## config.mk

```make
export PLATFORM = sky130hd
export DESIGN_NAME = if_id_pipeline_reg_flat
export DESIGN_NICKNAME = d
export VERILOG_FILES = /design/src/rtl/if_id_pipeline_reg_pkg.sv /design/src/rtl/if_id_pipeline_reg_if.sv /design/src/rtl/if_id_skid_buffer.sv /design/src/rtl/if_id_pipeline_reg.sv /design/src/flat_wrapper.sv
export SDC_FILE = /design/constraint.sdc
export NUM_CORES = 1
export LEC_CHECK = 0
export CELL_PAD_IN_SITES_DETAIL_PLACEMENT = 2
export CELL_PAD_IN_SITES_GLOBAL_PLACEMENT = 2
export CORE_ASPECT_RATIO = 1.4
export CORE_UTILIZATION = 34
export DETAILED_ROUTE_END_ITERATION = 8
export GPL_TIMING_DRIVEN = 1
export PLACE_DENSITY = 0.85
export SYNTH_ARGS = -nofsm -noshare
export SYNTH_HDL_FRONTEND = slang
export SYNTH_SLANG_ARGS = --single-unit
export TNS_END_PERCENT = 30
```

## constraint.sdc

```tcl
create_clock -name clock -period 2.1 [get_ports clock]
set_input_delay 0.315 -clock clock [delete_from_list [all_inputs] [get_ports clock]]
set_output_delay 0.315 -clock clock [all_outputs]
set_load 0.05 [all_outputs]
```

## src/rtl/if_id_pipeline_reg_pkg.sv

```systemverilog
// Shared fetch/decode datapath definitions: IF/ID state encoding, bubble word and program-address width.
package if_id_pipeline_reg_pkg;

  localparam int unsigned PROG_ADDR_WIDTH = 14;
  localparam int unsigned PROG_WORD_WIDTH = 16;
  localparam logic [PROG_WORD_WIDTH-1:0] NOP_INSTR_WORD = 16'h0000;

  typedef enum logic [1:0] {
    BOOT,
    RUN,
    HOLD,
    SQUASH
  } if_id_state_e;

endpackage

```

## src/rtl/if_id_pipeline_reg_if.sv

```systemverilog
// Fetch/hazard-to-decode bundle around the IF/ID register; master is the fetch/hazard side.
interface if_id_pipeline_reg_if
  import if_id_pipeline_reg_pkg::*;
#(
  parameter int unsigned INSTR_WIDTH = PROG_WORD_WIDTH,
  parameter int unsigned ADDR_WIDTH  = PROG_ADDR_WIDTH
);

  logic                   stall;
  logic                   flush;
  logic [INSTR_WIDTH-1:0] prog_mem_read_data;
  logic [ADDR_WIDTH-1:0]  ret_addr_in;
  logic [INSTR_WIDTH-1:0] instr_out;
  logic [ADDR_WIDTH-1:0]  ret_addr_out;
  logic                   instr_valid;

  modport master (
    output stall,
    output flush,
    output prog_mem_read_data,
    output ret_addr_in,
    input  instr_out,
    input  ret_addr_out,
    input  instr_valid
  );

  modport slave (
    input  stall,
    input  flush,
    input  prog_mem_read_data,
    input  ret_addr_in,
    output instr_out,
    output ret_addr_out,
    output instr_valid
  );

endinterface

```

## src/rtl/if_id_skid_buffer.sv

```systemverilog
// One-entry {data, addr, full} skid register; clear wins over read, read wins over capture.
module if_id_skid_buffer #(
  parameter int unsigned DATA_WIDTH = 16,
  parameter int unsigned ADDR_WIDTH = 14
) (
  input  logic                  clock,
  input  logic                  nreset,
  input  logic                  i_capture,
  input  logic                  i_read,
  input  logic                  i_clear,
  input  logic [DATA_WIDTH-1:0] i_data,
  input  logic [ADDR_WIDTH-1:0] i_addr,
  output logic [DATA_WIDTH-1:0] o_data,
  output logic [ADDR_WIDTH-1:0] o_addr,
  output logic                  o_full
);

  logic [DATA_WIDTH-1:0] r_data;
  logic [ADDR_WIDTH-1:0] r_addr;
  logic                  r_full;

  always_ff @(posedge clock or negedge nreset) begin
    if (!nreset) begin
      r_data <= '0;
      r_addr <= '0;
      r_full <= 1'b0;
    end else if (i_clear || i_read) begin
      r_full <= 1'b0;
    end else if (i_capture) begin
      r_data <= i_data;
      r_addr <= i_addr;
      r_full <= 1'b1;
    end
  end

  assign o_data = r_data;
  assign o_addr = r_addr;
  assign o_full = r_full;

endmodule

```

## src/rtl/if_id_pipeline_reg.sv

```systemverilog
// IF/ID register: aligns synchronous program-memory data with its PC+1, skids the in-flight
// word across stalls and emits bubbles after reset and for two edges from a flush.
module if_id_pipeline_reg
  import if_id_pipeline_reg_pkg::*;
#(
  parameter int unsigned            INSTR_WIDTH = PROG_WORD_WIDTH,
  parameter int unsigned            ADDR_WIDTH  = PROG_ADDR_WIDTH,
  parameter logic [INSTR_WIDTH-1:0] NOP_INSTR   = INSTR_WIDTH'(NOP_INSTR_WORD)
) (
  input logic                 clock,
  input logic                 nreset,
  if_id_pipeline_reg_if.slave bus
);

  if_id_state_e           r_state;
  logic [ADDR_WIDTH-1:0]  r_ret_addr_d1;
  logic [INSTR_WIDTH-1:0] r_instr;
  logic [ADDR_WIDTH-1:0]  r_ret_addr;
  logic                   r_valid;

  logic                   w_skid_capture;
  logic                   w_skid_read;
  logic                   w_skid_clear;
  logic                   w_skid_full;
  logic [INSTR_WIDTH-1:0] w_skid_instr;
  logic [ADDR_WIDTH-1:0]  w_skid_addr;

  // The first stalled edge in RUN is the only one where the memory word would otherwise be lost.
  always_comb begin
    w_skid_clear   = bus.flush;
    w_skid_capture = !bus.flush && bus.stall && (r_state == RUN);
    w_skid_read    = !bus.flush && !bus.stall && (r_state == HOLD);
  end

  if_id_skid_buffer #(
    .DATA_WIDTH(INSTR_WIDTH),
    .ADDR_WIDTH(ADDR_WIDTH)
  ) u_skid (
    .clock    (clock),
    .nreset   (nreset),
    .i_capture(w_skid_capture),
    .i_read   (w_skid_read),
    .i_clear  (w_skid_clear),
    .i_data   (bus.prog_mem_read_data),
    .i_addr   (r_ret_addr_d1),
    .o_data   (w_skid_instr),
    .o_addr   (w_skid_addr),
    .o_full   (w_skid_full)
  );

  always_ff @(posedge clock or negedge nreset) begin
    if (!nreset) begin
      r_ret_addr_d1 <= '0;
    end else if (!bus.stall) begin
      r_ret_addr_d1 <= bus.ret_addr_in;
    end
  end

  always_ff @(posedge clock or negedge nreset) begin
    if (!nreset) begin
      r_state    <= BOOT;
      r_instr    <= NOP_INSTR;
      r_ret_addr <= '0;
      r_valid    <= 1'b0;
    end else if (bus.flush) begin
      r_state    <= SQUASH;
      r_instr    <= NOP_INSTR;
      r_ret_addr <= '0;
      r_valid    <= 1'b0;
    end else if (bus.stall) begin
      if (r_state == RUN) begin
        r_state <= HOLD;
      end
    end else begin
      case (r_state)
        RUN: begin
          r_instr    <= bus.prog_mem_read_data;
          r_ret_addr <= r_ret_addr_d1;
          r_valid    <= 1'b1;
        end
        // Memory word in the release cycle is the re-read of the held PC, so the skid is used instead.
        HOLD: begin
          r_state    <= RUN;
          r_instr    <= w_skid_instr;
          r_ret_addr <= w_skid_addr;
          r_valid    <= w_skid_full;
        end
        default: begin
          r_state    <= RUN;
          r_instr    <= NOP_INSTR;
          r_ret_addr <= '0;
          r_valid    <= 1'b0;
        end
      endcase
    end
  end

  assign bus.instr_out    = r_instr;
  assign bus.ret_addr_out = r_ret_addr;
  assign bus.instr_valid  = r_valid;

endmodule

```

## src/flat_wrapper.sv

```systemverilog
// flat-port wrapper written by rule: the top's interface ports become plain ports
module if_id_pipeline_reg_flat import if_id_pipeline_reg_pkg::*;
#(
  parameter int unsigned            INSTR_WIDTH = PROG_WORD_WIDTH,
  parameter int unsigned            ADDR_WIDTH  = PROG_ADDR_WIDTH,
  parameter logic [INSTR_WIDTH-1:0] NOP_INSTR   = INSTR_WIDTH'(NOP_INSTR_WORD)
)
  (clock, nreset, bus_stall, bus_flush, bus_prog_mem_read_data, bus_ret_addr_in, bus_instr_out, bus_ret_addr_out, bus_instr_valid);
  if_id_pipeline_reg_if #(.INSTR_WIDTH(INSTR_WIDTH), .ADDR_WIDTH(ADDR_WIDTH)) bus_i ();
  input logic clock;
  input logic nreset;
  input wire logic [$bits(bus_i.stall)-1:0] bus_stall;
  input wire logic [$bits(bus_i.flush)-1:0] bus_flush;
  input wire logic [$bits(bus_i.prog_mem_read_data)-1:0] bus_prog_mem_read_data;
  input wire logic [$bits(bus_i.ret_addr_in)-1:0] bus_ret_addr_in;
  output wire logic [$bits(bus_i.instr_out)-1:0] bus_instr_out;
  output wire logic [$bits(bus_i.ret_addr_out)-1:0] bus_ret_addr_out;
  output wire logic [$bits(bus_i.instr_valid)-1:0] bus_instr_valid;
  assign bus_i.stall = bus_stall;
  assign bus_i.flush = bus_flush;
  assign bus_i.prog_mem_read_data = bus_prog_mem_read_data;
  assign bus_i.ret_addr_in = bus_ret_addr_in;
  assign bus_instr_out = bus_i.instr_out;
  assign bus_ret_addr_out = bus_i.ret_addr_out;
  assign bus_instr_valid = bus_i.instr_valid;
  if_id_pipeline_reg #(.INSTR_WIDTH(INSTR_WIDTH), .ADDR_WIDTH(ADDR_WIDTH), .NOP_INSTR(NOP_INSTR)) u_core (.clock(clock), .nreset(nreset), .bus(bus_i));
endmodule
```

==> results.sh <==
export IMPL_violations="design-rule violations, negative hold slack"
export IMPL_cts_setup_buffers=0
export IMPL_core_area_um2=9410
export IMPL_skew_ps=6.36
export IMPL_rrSetupSlack_ps=350
export IMPL_drtPass1Iterations=8
export IMPL_worst_path_max_fanout=2
export IMPL_multi_input_area_um2=1210
export IMPL_gp_congestion=0.720
export IMPL_hold_violations=5
export IMPL_grt_pass1_vias=2621
export IMPL_diodes=0
export IMPL_initial_core_util_pct=34.8
export IMPL_ys_warn_count=0
export IMPL_cp_num_buf_inv=1
export IMPL_r2r_end="u_core.bus.instr_valid"
export IMPL_portBuffers=64
export IMPL_grt_overflow=0
export IMPL_stdcell_count=433
export IMPL_maxSlewViolCount=0
export IMPL_worstSkewPairLatency_ps=330
export IMPL_grt_pass1_wl_um=14300
export IMPL_clockBufferDepth=2
export IMPL_synth_main_ff_cell="dfrtp_1"
export IMPL_drt_iter0_drc=71
export IMPL_synth_edf_count=0
export IMPL_power_per_cell_area_nw_per_um2=978
export IMPL_synth_distinct_cells=20
export IMPL_critical_path_slowest_cell="clkdlybuf4s50_1"
export IMPL_die_y_um=118
export IMPL_syn_cell_area_um2=3270
export IMPL_worst_slew_pin_slew_ps=632
export IMPL_die_area_um2=10000
export IMPL_vdd_drop_max_mv=0.560
export IMPL_synthTopCellsByArea="dfrtp_1, mux2_4, a22oi_1"
export IMPL_placementRows=42
export IMPL_required_ps=1780
export IMPL_max_cap_viol_count=0
export IMPL_drive_gt1_share_pct=22.9
export IMPL_crit_chain="clkdlybuf4s50_1"
export IMPL_synthTopCellsByCount="dfrtp_1, nand2_1, a22oi_1, mux2_4, o21ai_0"
export IMPL_grt_usage_pct=18.8
export IMPL_regArea_um2=1950
export IMPL_rsz0062_at_grt="no"
export IMPL_fin_crit_ps=1830
export IMPL_ant_nets=0
export IMPL_fin_nets=355
export IMPL_reg2regPathDepth=5
export IMPL_grt_max_degree=48
export IMPL_route_detailed_drc=3
export IMPL_synthCells=251
export IMPL_vias=2232
export IMPL_fin_crit_sh_pct=87.3
export IMPL_cts_sinks=78
export IMPL_root_buffer="clkbuf_16"
export IMPL_die_width_um=84.9
export IMPL_crit_path_start_kind="flop"
export IMPL_whs_ps=-7.80
export IMPL_syn_num_nets=288
export IMPL_yosysTopAreaCell="dfrtp_1"
export IMPL_cts_resized_gates=0
export IMPL_cts_clk_slew_worst_paths_ps=60
export IMPL_syn_to_final_growth_pct=33.5
export IMPL_synth_seq_area_share_pct=59.6
export IMPL_hold_class="in2async"
export IMPL_cp_top_family="buffers and inverters"
export IMPL_power_mw=4.28
export IMPL_nFillCells=897
export IMPL_cpPeakStageDelay_ps=840
export IMPL_fin_ws_ps=267
export IMPL_end_kind="output port"
export IMPL_viasPerCell=5.15
export IMPL_postCtsHoldBufs=0
export IMPL_power_leakage_nw=1.93
export IMPL_cts_htree_levels=3
export IMPL_r2r_start="u_core.r_state[0]"
export IMPL_synth_seq_cells=78
export IMPL_path_class="reg2out"
export IMPL_setup_viol=0
export IMPL_ios=65
export IMPL_relSlewSlack_pct=57.9
export IMPL_post_place_ws_ps=197
export IMPL_syn_avg_cell_area_um2=13.0
export IMPL_synth_top_cell_area_share_pct=59.6
export IMPL_synth_most_common_cell="dfrtp_1"
export IMPL_arrival_ps=1520
export IMPL_dp_cells=417
export IMPL_numCtsBuffers=9
export IMPL_finalWirelength_um=8450
export IMPL_fmax_ghz=0.545
export IMPL_dpl_hpwl_um=5500
export IMPL_wl_per_cell_um=19.5
export IMPL_fin_tns_setup_ps=0
export IMPL_antenna_found_initial=0
export IMPL_status="complete, but fails checks"
export IMPL_cts_tree="built"
export IMPL_postSynth_asyncResetShare_pct=100
-- cell families (layout without fill, tap and decap cells) --
group | after synthesis | in the layout | synth area share [%]
compound gates | 66 | 66 | 12.5
buf+inv | 22 | 94 | 3.36
simple gates | 37 | 37 | 4.55
mux | 44 | 44 | 18.6
fa+ha+maj | 4 | 4 | 1.45
flops | 78 | 78 | 59.6
-- registers in the layout (all words and copies together), names as in the netlist --
name and cells:
u_core.u_skid.o_addr 14, u_core.bus.instr_valid 1, u_core.bus.instr_out 16, u_core.r_state 2
u_core.u_skid.o_data 16, u_core.bus.ret_addr_out 14, u_core.r_ret_addr_d1 14, u_core.u_skid.o_full 1
-- cell usage in the layout (no fill, tap or decap), drive strengths merged --
master         count
buf               12
a21oi              3
or3                1
nor2b              1
mux2              44
o21bai             1
clkinv             2
dfrtp             78
clkinvlp           2
nor2               1
nand2b             1
a22oi             30
ha                 3
clkbuf            10
bufinv             2
inv                3
clkdlybuf4s50     63
nand2             33
maj3               1
o21ai             32
-- area by class of cell --
cell class,instances,share of cell area [%]
flip-flops and latches,78,44.6
multi-input cells,151,27.8
clock buffers,10,5.46
inverters,3,0.258
clock inverters,6,1.95
well taps,110,3.15
repair buffers,75,16.8
-- where the power goes --
group	total, mW	internal (mW)	switching (mW)	leakage (nW)
Combinational	0.690	0.415	0.275	0.790
Sequential	1.91	1.75	0.165	0.988
Clock	1.68	1.07	0.607	0.154
-- worst max-delay path by stage --
stage | slack (ps) | cells past startpoint | end | from
3_5_place_dp | 200 | 5 | u_core.bus.instr_out[15] | bus_stall
2_1_floorplan | 620 | 5 | u_core.bus.instr_out[14] | u_core.r_state[0]
4_1_cts | 230 | 1 | bus_instr_valid | u_core.bus.instr_valid
6_report | 270 | 1 | bus_instr_valid | u_core.bus.instr_valid
3_3_place_gp | 320 | 5 | u_core.bus.instr_out[8] | bus_stall
5_1_grt | 210 | 1 | bus_instr_valid | u_core.bus.instr_valid
-- per-stage QoR --
stage	utilization [%]	instance area [µm²]	hold slack, ps
finish	46.5	4370	-7.80
global route	46.5	4370	26.4
CTS	46.5	4370	11.7
detailed placement	43.0	4050	374
global placement	43.0	4050	364
floorplan	-	3270	19.4
-- layer usage --
metal	track usage (%)	part of all wire [%]	wire, µm	up-vias
met5	0	0	0	-
met4	6.99	1.7	144	0
met3	3.51	2.8	239	8
met2	32.9	54	4530	42
met1	22.7	42	3540	1164
li1	-	-	-	1018
Power figures use the tool's default switching activity.
